**src/rtl/fetch_unit.sv**
```systemverilog
// Instruction fetch unit: one outstanding memory read at a time, with a single-entry
// holding register toward decode and redirect handling that drops stale responses.
module fetch_unit #(
    parameter logic [31:0] RESET_PC = 32'h0000_0000,
    parameter int unsigned PC_STEP  = 4
) (
    input  logic        clk,
    input  logic        rst_n,
    input  logic        redir,
    input  logic [31:0] pc_in,
    output logic        mem_req,
    output logic [31:0] mem_addr,
    input  logic        mem_gnt,
    input  logic        mem_rvalid,
    input  logic [31:0] mem_rdata,
    output logic        instr_valid,
    output logic [31:0] instr,
    output logic [31:0] instr_pc,
    input  logic        instr_ready,
    output logic [31:0] pc_q
);

    typedef enum logic [1:0] {
        IDLE = 2'd0,
        REQ  = 2'd1,
        WAIT = 2'd2,
        HOLD = 2'd3
    } state_t;

    localparam logic [31:0] STEP = 32'(PC_STEP);

    state_t      state_r;
    state_t      state_s;
    logic [31:0] pc_s;
    logic [31:0] instr_s;
    logic [31:0] instr_pc_s;
    logic        discard_r;
    logic        discard_s;

    // Redirect targets are forced onto a word boundary.
    function automatic logic [31:0] align_pc(input logic [31:0] target);
        return target & 32'hFFFF_FFFC;
    endfunction

    assign mem_addr = pc_q;

    // Next-state, next-PC and capture logic; a redirect always overrides the increment.
    always_comb begin
        state_s    = state_r;
        pc_s       = pc_q;
        instr_s    = instr;
        instr_pc_s = instr_pc;
        discard_s  = discard_r;
        case (state_r)
            IDLE: begin
                state_s = REQ;
                if (redir) begin
                    pc_s = align_pc(pc_in);
                end else begin
                    pc_s = pc_q;
                end
            end
            REQ: begin
                if (mem_gnt) begin
                    state_s   = WAIT;
                    discard_s = redir;
                end else begin
                    state_s = REQ;
                end
                if (redir) begin
                    pc_s = align_pc(pc_in);
                end else begin
                    pc_s = pc_q;
                end
            end
            WAIT: begin
                if (mem_rvalid) begin
                    discard_s = 1'b0;
                    if (discard_r || redir) begin
                        // Stale response: drop it and refetch from the redirected PC.
                        state_s = REQ;
                        if (redir) begin
                            pc_s = align_pc(pc_in);
                        end else begin
                            pc_s = pc_q;
                        end
                    end else begin
                        state_s    = HOLD;
                        instr_s    = mem_rdata;
                        instr_pc_s = pc_q;
                        pc_s       = pc_q + STEP;
                    end
                end else begin
                    state_s = WAIT;
                    if (redir) begin
                        discard_s = 1'b1;
                        pc_s      = align_pc(pc_in);
                    end else begin
                        pc_s = pc_q;
                    end
                end
            end
            HOLD: begin
                if (redir) begin
                    state_s = REQ;
                    pc_s    = align_pc(pc_in);
                end else if (instr_ready) begin
                    state_s = REQ;
                end else begin
                    state_s = HOLD;
                end
            end
            default: begin
                state_s   = IDLE;
                discard_s = 1'b0;
            end
        endcase
    end

    // State, PC, instruction registers; mem_req/instr_valid are registered decodes of next state.
    always_ff @(posedge clk or negedge rst_n) begin
        if (!rst_n) begin
            state_r     <= IDLE;
            pc_q        <= RESET_PC;
            instr       <= 32'h0000_0000;
            instr_pc    <= 32'h0000_0000;
            discard_r   <= 1'b0;
            mem_req     <= 1'b0;
            instr_valid <= 1'b0;
        end else begin
            state_r     <= state_s;
            pc_q        <= pc_s;
            instr       <= instr_s;
            instr_pc    <= instr_pc_s;
            discard_r   <= discard_s;
            mem_req     <= (state_s == REQ);
            instr_valid <= (state_s == HOLD);
        end
    end

endmodule

```
**config.mk**
```make
export PLATFORM = sky130hd
export DESIGN_NAME = fetch_unit
export DESIGN_NICKNAME = d
export VERILOG_FILES = /design/src/rtl/fetch_unit.sv
export SDC_FILE = /design/constraint.sdc
export NUM_CORES = 1
export LEC_CHECK = 0
export CAP_MARGIN = 20
export CORE_AREA = 2 2 113 115
export DETAILED_ROUTE_END_ITERATION = 10
export DIE_AREA = 0 0 115 117
export PLACE_DENSITY = 0.81
export SLEW_MARGIN = 20
export SYNTH_ARGS = -nofsm -noshare
export SYNTH_HDL_FRONTEND = slang
export SYNTH_SLANG_ARGS = --single-unit
```
**constraint.sdc**
```tcl
create_clock -name clk -period 1.6 [get_ports clk]
set_input_delay 0.4 -clock clk [delete_from_list [all_inputs] [get_ports clk]]
set_output_delay 0.4 -clock clk [all_outputs]
set_load 0.01 [all_outputs]
```
# Yosys cells after proc, flatten, opt, wreduce, memory -nomap -nowiden
# Cells that the tools add are included.
[word_totals]
regBits = 101
input_bits = 70
output_inout_bits = 130
word_cells = 36
[op_classes]
add_sub_neg = 1
eq_ne = 7
n_mux = 14
bitwise = 1
n_reduce_logical = 6
[ops]
columns = ["operator", "n"]
rows = [
  ["32-bit 2-to-1 mux", 3],
  ["32-bit case mux with 2 select lines", 1],
  ["32-bit by 3-bit adder with 32-bit output, second input constant", 1],
  ["2-bit 2-to-1 mux", 5],
  ["2-bit case mux with 4 select lines", 1],
  ["2-bit == test, second input constant", 3],
  ["3-bit AND reduction", 2],
  ["2-bit by 1-bit == test with 1-bit output, second input constant", 2],
  ["1-bit 2-to-1 mux", 3],
  ["3-bit != test, second input constant", 1],
  ["3-bit OR reduction", 1],
  ["2-bit zero test", 1],
  ["2-bit != test, second input constant", 1],
  ["1-bit case mux with 2 select lines", 1],
  ["2-bit nonzero test", 1],
  ["1-bit logical OR", 1],
  ["1-bit NOT", 1],
]

# Depth between registers and ports, before layout
# Gate-level depths: netlist (run 1).
[logic_depth]
ltp_word = 5
depth_mapped = 6
depth_no_buf = 5

# Worst setup path before layout (run 1)
# Ideal clock, no wire load.
[synth_path]
path_type = "reg-to-reg"
start = "reg pc_q[2], in the netlist mem_addr[2]"
end = "reg pc_q[14], in the netlist mem_addr[14]"
setup_time_ns = 0.082
arrival_ns = 1.706
t_required_ns = 1.518
setup_slack_ns = -0.188
stages_incl_launch_ff = 7
n_path_buf = 1
synth_period_minus_slack_ns = 1.788
path_cell_list = "dfrtp_1 -> ha_1 -> and2_1 -> clkbuf_1 -> nand4_1 -> or4_1 -> a31oi_1"
[synth_via]
elab_chain_cells = 4
[synth_lines]
columns = ["element", "line_no", "source"]
rows = [
  ["from (decl)", "20", "output logic [31:0] pc_q"],
  ["from (signal assigned)", "132", "pc_q <= pc_s;"],
  ["32-bit by 3-bit adder with 32-bit output", "91", "pc_s = pc_q + STEP;"],
  ["32-bit 2-to-1 mux", "79", "if (discard_r || redir) begin"],
  ["32-bit 2-to-1 mux", "77", "if (mem_rvalid) begin"],
  ["32-bit case mux with 2 select lines", "54", "case (state_r)"],
  ["named net pc_s[14]", "34", "logic [31:0] pc_s;"],
]
# The timed path passes the listed nets, and every way through them passes these cells.
# A chain may end at the register's enable or synchronous reset.

# Worst setup path in the final report (run 1)
[layout_path]
start = "reg discard_r"
end = "reg pc_q[17], in the netlist mem_addr[17]"
[layout_via]
elab_chain_cells = 4
[layout_lines]
columns = ["element", "line_no", "source"]
rows = [
  ["from (decl)", "37", "logic discard_r;"],
  ["from (signal assigned)", "135", "discard_r <= discard_s;"],
  ["1-bit logical OR", "79", ""],
  ["32-bit 2-to-1 mux", "79", ""],
  ["32-bit 2-to-1 mux", "77", ""],
  ["32-bit case mux with 2 select lines", "54", ""],
  ["named net pc_s[17]", "34", ""],
]
# The timed path passes the listed nets, and every way through them passes these cells.

==> results.sh, run 1 <==
export IMPL_min_path_type="register to register"
export IMPL_core_um2=12300
export IMPL_diodes=0
export IMPL_finalClockSkew_ns=0.00686
export IMPL_syn_cell_area_um2=4670
export IMPL_synth_compound_area_share=0.0734
export IMPL_grt_start_max_net_pins=40
export IMPL_drt_first_pass_iters=5
export IMPL_grt_pass1_wl_um=23800
export IMPL_seq_area_frac_synth=0.541
export IMPL_synth_edff_count=0
export IMPL_die_h_um=117
export IMPL_mostFrequentLayoutCells="dlygate4sd2_1 (95), dfrtp_1 (83), clkdlybuf4s50_1 (65), buf_4 (65), mux2_4 (64)"
export IMPL_wl_per_cell_um=19.7
export IMPL_drive_above_1_share=0.358
export IMPL_maxSlewViolCount=0
export IMPL_first_global_vias=4505
export IMPL_cellPowerDensity_nw_per_um2=1260
export IMPL_fin_nets=716
export IMPL_end_kind="register"
export IMPL_yosys_area_share_xor_xnor=0.0169
export IMPL_vias_per_cell=5.33
export IMPL_p_int_mw=7.21
export IMPL_synth_fa_ha_area_frac=0.00268
export IMPL_synth_async_reset_ratio=1.00
export IMPL_finalCriticalPeriod_ns=1.83
export IMPL_fmax_mhz=547
export IMPL_critical_path_max_fanout=7
export IMPL_synth_ff_type="dfrtp_1"
export IMPL_cts_sinks=101
export IMPL_clk_pin_slew_worst_paths_ns=0.07
export IMPL_cts_root_buffer="clkbuf_16"
export IMPL_synth_seq_cells=101
export IMPL_rsz0062_at_grt="yes"
export IMPL_synth_top_family_by_area="multiplexers"
export IMPL_ir_worst_vdd_v=0.000738
export IMPL_track_usage=0.228
export IMPL_h_tree_depth=3
export IMPL_drtIter0Drc=266
export IMPL_cts_made_buffers=9
export IMPL_setup_viol=83
export IMPL_ys_warnings_count=0
export IMPL_crit_required_ns=1.85
export IMPL_pwr_share_comb=0.393
export IMPL_fp_dieW_um=115
export IMPL_io_buffer_count=197
export IMPL_wl_um=15700
export IMPL_min_period_over_period=1.14
export IMPL_synthSimpleGateAreaFrac=0.133
export IMPL_place_gp_congestion=0.826
export IMPL_seqCellArea_um2=2550
export IMPL_p_sw_frac=0.299
export IMPL_synth_mux_area_frac=0.159
export IMPL_path_class="register to register"
export IMPL_antenna_found_initial=0
export IMPL_tritoncts="done"
export IMPL_initial_core_util=0.379
export IMPL_die_area_um2=13500
export IMPL_n_fill_cell=924
export IMPL_dp_hpwl_um=9620
export IMPL_num_vias=4263
export IMPL_fin_ws_ns=-0.227
export IMPL_multiInputGateArea_um2=2230
export IMPL_leakagePower_nw=3.74
export IMPL_max_cap_violations=0
export IMPL_p_clk_frac=0.230
export IMPL_critPathArrivalTime_ns=2.08
export IMPL_drc_errors=0
export IMPL_synth_top_area_frac=0.541
export IMPL_synthesis_nets=465
export IMPL_hold_viol=0
export IMPL_avgSynthCellArea_um2=11.9
export IMPL_worst_pin_slew_ns=0.380
export IMPL_final_common_cell="dlygate4sd2_1"
export IMPL_stdcell_area_um2=8130
export IMPL_rows=41
export IMPL_ys_types=34
export IMPL_clock_latency_ns=0.34
export IMPL_p_sw_mw=3.07
export IMPL_pwr_share_seq=0.377
export IMPL_synth_top_area_cell="dfrtp_1"
export IMPL_ios=200
export IMPL_start_kind="register"
export IMPL_p_total_mw=10.3
export IMPL_syn_inst=394
export IMPL_synth_area_top_cells="dfrtp_1 (54%), mux2_2 (15%), buf_4 (5.5%)"
export IMPL_area_growth_synth_to_final_pct=74.0
export IMPL_ant_nets=0
export IMPL_placed_cell_area_um2=6990
export IMPL_slew_headroom=0.747
export IMPL_grt_overflow_total=0
export IMPL_status="finished, violations left"
export IMPL_violations="negative setup slack"
export IMPL_cts_buffer_depth=2
power by group through the flow:
stage               Combinational (mW)  Clock, mW  Sequential [mW]
finish                            4.04       2.36             3.87
global route                      4.34       2.51             3.98
CTS                               3.96       2.40             3.86
detailed placement                3.94          0             3.91
global placement                  3.85          0             3.85
floorplan                         1.15          0             4.32
cell families after synthesis:
group,Yosys count
buffers and inverters,55
muxes,66
AOI/OAI and AO/OA,53
adders and majority gates,1
DFF,101
and+or+nand+nor,109
xor gates and xnor gates,9
layout make-up:
class / instances / area share
Clock buffer: 9 / 0.0277
Timing Repair Buffer: 291 / 0.347
Tap cell: 150 / 0.0231
Clock inverter: 7 / 0.0120
Sequential cell: 101 / 0.314
Multi-Input combinational cell: 238 / 0.274
Inverter: 4 / 0.00185
flip-flops by register name (all words and copies together), names as in the netlist:
name         cells
mem_req          1
instr_valid      1
mem_addr        32
state_r          2
instr_pc        32
instr           32
discard_r        1
cells in the mapped netlist (3+ instances only):
master and number:
and3_1 3, buf_2 6, nor2b_1 3, a31oi_1 18
mux2_2 64, nor2_1 23, and2_1 3, and4_1 5
nand3_1 9, o31ai_1 14, nand2_1 24, nand4_1 14
buf_4 34, o21ai_0 14, inv_1 4, clkbuf_1 10
xor2_1 5, dfrtp_1 101, or4_1 16, or3_1 3
xnor2_1 4
routing by layer:
| layer | global-route usage | part of all wire | up-vias |
|---|---|---|---|
| met5 | 0 | 0 | - |
| met4 | 0.0924 | 0.031 | 0 |
| met3 | 0.0443 | 0.063 | 32 |
| met2 | 0.386 | 0.50 | 198 |
| met1 | 0.290 | 0.40 | 2113 |
| li1 | - | - | 1920 |
path summary, 6_finish.rpt:
check / end / depth (start not counted) / from / slack (ns)
setup reg to reg: mem_addr[17] / 6 / discard_r / -0.23
min in group asynchronous: mem_addr[22] / 2 / rst_n / 0.52
setup / recovery: mem_addr[17] / 6 / discard_r / -0.23
hold / removal: instr_pc[31] / 1 / instr_pc[31] / 0.50
hold reg to reg: instr_pc[31] / 1 / instr_pc[31] / 0.50
max in group asynchronous: mem_addr[5] / 3 / rst_n / 0.52
metrics by stage:
step                hold WS [ns]  instances   util  setup slack [ns]  TNS [ns]
finish                     0.505        800  0.660            -0.227     -6.85
detailed placement         0.338        744  0.568            -0.678    -48.34
global placement           0.337        744  0.568            -0.571    -44.69
global route               0.521        800  0.660            -0.286    -12.08
floorplan                  0.104        394      -           -0.0864    -0.668
CTS                        0.508        796  0.648            -0.150     -3.67
critical path, stage by stage, from the launching register on:
cell and delay [ns]:
dfrtp_1 0.40, and4bb_4 0.42, buf_12 0.14, nand2_8 0.07, buf_6 0.12, or4_1 0.42
a31oi_1 0.18
what timing repair did:
item | 4_1_cts | 5_1_grt
setup buffers | 26 | 7
pin swaps | 28 | 18
hold buffers | 1 | 0
resized for setup | 257 | 60
setup endpoints to repair | 217 | 106
gates cloned | 9 | 3
hold endpoints to repair | 23 | 0
(Power assumes the default switching activity.)
==> run 2, diff against run 1 <==
--- a/config.mk
+++ b/config.mk
@@ -5,6 +5,7 @@
 export SDC_FILE = /design/constraint.sdc
 export NUM_CORES = 1
 export LEC_CHECK = 0
+export ABC_CLOCK_PERIOD_IN_PS = 1600
 export CAP_MARGIN = 20
 export CORE_AREA = 2 2 113 115
 export DETAILED_ROUTE_END_ITERATION = 10
==> results of run 2 <==
The final DEF is identical to that of run 1; final timing and power are the same.
==> run 3, diff against run 2 <==
--- a/config.mk
+++ b/config.mk
@@ -7,9 +7,9 @@
 export LEC_CHECK = 0
 export ABC_CLOCK_PERIOD_IN_PS = 1600
 export CAP_MARGIN = 20
-export CORE_AREA = 2 2 113 115
+export CORE_AREA = 3 3 114 116
 export DETAILED_ROUTE_END_ITERATION = 10
-export DIE_AREA = 0 0 115 117
+export DIE_AREA = 0 0 117 119
 export PLACE_DENSITY = 0.81
 export SLEW_MARGIN = 20
 export SYNTH_ARGS = -nofsm -noshare
==> results.sh, run 3 (synthesis results as in run 1) <==
export IMPL_grt_start_max_net_pins=99
export IMPL_area_growth_synth_to_final_pct=77.1
export IMPL_fin_ws_ns=-0.326
export IMPL_finalCriticalPeriod_ns=1.93
export IMPL_reg2regPathDepth=5
export IMPL_initial_core_util=0.389
export IMPL_drive_above_1_share=0.377
export IMPL_critPathArrivalTime_ns=2.18
export IMPL_pwr_share_comb=0.397
export IMPL_r2r_start="discard_r"
export IMPL_critical_path_max_fanout=6
export IMPL_cts_made_buffers=9
export IMPL_leakagePower_nw=3.82
export IMPL_violations="negative setup slack"
export IMPL_fp_dieW_um=117
export IMPL_pwr_share_seq=0.372
export IMPL_wl_um=16500
export IMPL_end_kind="register"
export IMPL_use_met1=0.270
export IMPL_diodes=0
export IMPL_die_h_um=119
export IMPL_p_clk_frac=0.232
export IMPL_worst_pin_slew_ns=0.546
export IMPL_clock_latency_ns=0.35
export IMPL_fmax_mhz=519
export IMPL_path_class="register to register"
export IMPL_hold_ws_ns=0.395
export IMPL_drc_errors=0
export IMPL_use_met3=0.0589
export IMPL_hold_viol=0
export IMPL_stdcell_area_um2=8270
export IMPL_setup_viol=84
export IMPL_io_buffer_count=197
export IMPL_start_kind="register"
export IMPL_dp_cells=744
export IMPL_fin_cells=803
export IMPL_grt_pass1_wl_um=24400
export IMPL_reg2reg_to="mem_addr[31]"
export IMPL_rsz0062_at_grt="yes"
export IMPL_vias_per_cell=5.44
export IMPL_slowest_delay_ns=0.50
export IMPL_met2_usage=0.389
export IMPL_p_sw_mw=3.10
export IMPL_maxSlewViolCount=0
export IMPL_min_period_over_period=1.20
export IMPL_cts_root_buffer="clkbuf_16"
export IMPL_ant_nets=0
export IMPL_finalSetupTns_ns=-9.84
export IMPL_drtIter0Drc=301
export IMPL_num_vias=4366
export IMPL_rows=40
export IMPL_finalClockSkew_ns=0.00714
export IMPL_ir_worst_vdd_v=0.000625
export IMPL_clk_pin_slew_worst_paths_ns=0.07
export IMPL_post_place_ws_ns=-0.633
export IMPL_ios=200
export IMPL_track_usage=0.226
export IMPL_slew_headroom=0.636
export IMPL_r2r_slack_ns=-0.33
export IMPL_antenna_found_initial=0
export IMPL_crit_slowest_cell="or4_4"
export IMPL_cts_sinks=101
export IMPL_grt_busiest_layer="met2"
export IMPL_h_tree_depth=3
export IMPL_final_common_cell="dlygate4sd2_1"
export IMPL_max_cap_violations=0
export IMPL_min_path_type="input pin to asynchronous set/reset pin"
export IMPL_cp_cell_sequence="and4bb_4, nand4_1, buf_4, or4_4, a31oi_1"
export IMPL_cellPowerDensity_nw_per_um2=1260
export IMPL_dp_hpwl_um=9940
export IMPL_fin_nets=722
export IMPL_wl_per_cell_um=20.5
export IMPL_drt_first_pass_iters=5
export IMPL_crit_required_ns=1.85
export IMPL_mostFrequentLayoutCells="dlygate4sd2_1 (89), dfrtp_1 (81), buf_4 (72)"
export IMPL_status="finished, violations left"
export IMPL_placed_cell_area_um2=7020
export IMPL_first_global_vias=4613
export IMPL_grt_overflow_total=0
export IMPL_die_area_um2=13900
export IMPL_tritoncts="done"
export IMPL_p_int_mw=7.32
export IMPL_cts_buffer_depth=2
export IMPL_place_gp_congestion=0.832
export IMPL_core_um2=12000
export IMPL_p_sw_frac=0.298
[run 3: how the worst max path moves through the flow]
stage	from	to	slack [ns]	depth (start not counted)
6_report	discard_r	mem_addr[31]	-0.33	5
5_1_grt	discard_r	mem_addr[31]	-0.36	5
4_1_cts	state_r[0]	mem_addr[31]	-0.16	4
2_1_floorplan	state_r[0]	mem_addr[28]	-0.09	5
3_3_place_gp	mem_rvalid	mem_addr[21]	-0.55	5
3_5_place_dp	mem_rvalid	mem_addr[25]	-0.63	5
[run 3: repair_timing]
item | CTS | global route
buffers inserted | 25 | 16
gates resized for setup | 260 | 73
hold buffers | 1 | 0
cloned | 7 | 4
endpoints found under the hold margin | 3 | 0
pin swaps | 26 | 21
setup endpoints to repair | 219 | 110
[run 3: power groups by stage]
stage	sequential [mW]	clock, mW	combinational (mW)
floorplan	4.32	0	1.15
global placement	3.84	0	3.88
detailed placement	3.91	0	3.98
CTS	3.86	2.44	4.00
global route	3.99	2.57	4.42
finish	3.87	2.41	4.14
[run 3: critical path, delay by kind of cell, from the launching register on]
| family | cells | cell delay, ns |
|---|---|---|
| compound gates | 1 | 0.22 |
| flops | 1 | 0.38 |
| buf+inv | 1 | 0.18 |
| simple gates | 3 | 1.05 |
[run 3: metrics by stage]
| stage | total power, mW | utilization |
|---|---|---|
| global route | 11.0 | 0.689 |
| detailed placement | 7.89 | 0.584 |
| floorplan | 5.47 | - |
| finish | 10.4 | 0.689 |
| CTS | 10.3 | 0.667 |
| global placement | 7.72 | 0.584 |
[run 3: final cells by class]
class | instances | area [µm²]
Tap cell | 147 | 184
Clock inverter | 4 | 70.1
Sequential cell | 101 | 2550
Fill cell | 866 | 3740
Multi-Input combinational cell | 238 | 2300
Inverter | 4 | 15.0
Timing Repair Buffer | 297 | 2900
Clock buffer | 12 | 256
[run 3: per-layer routing]
| layer | vias to the layer above | share of wire |
|---|---|---|
| met3 | 35 | 0.086 |
| met1 | 2164 | 0.37 |
| met2 | 240 | 0.52 |
| li1 | 1927 | - |
| met5 | - | 0 |
| met4 | 0 | 0.025 |
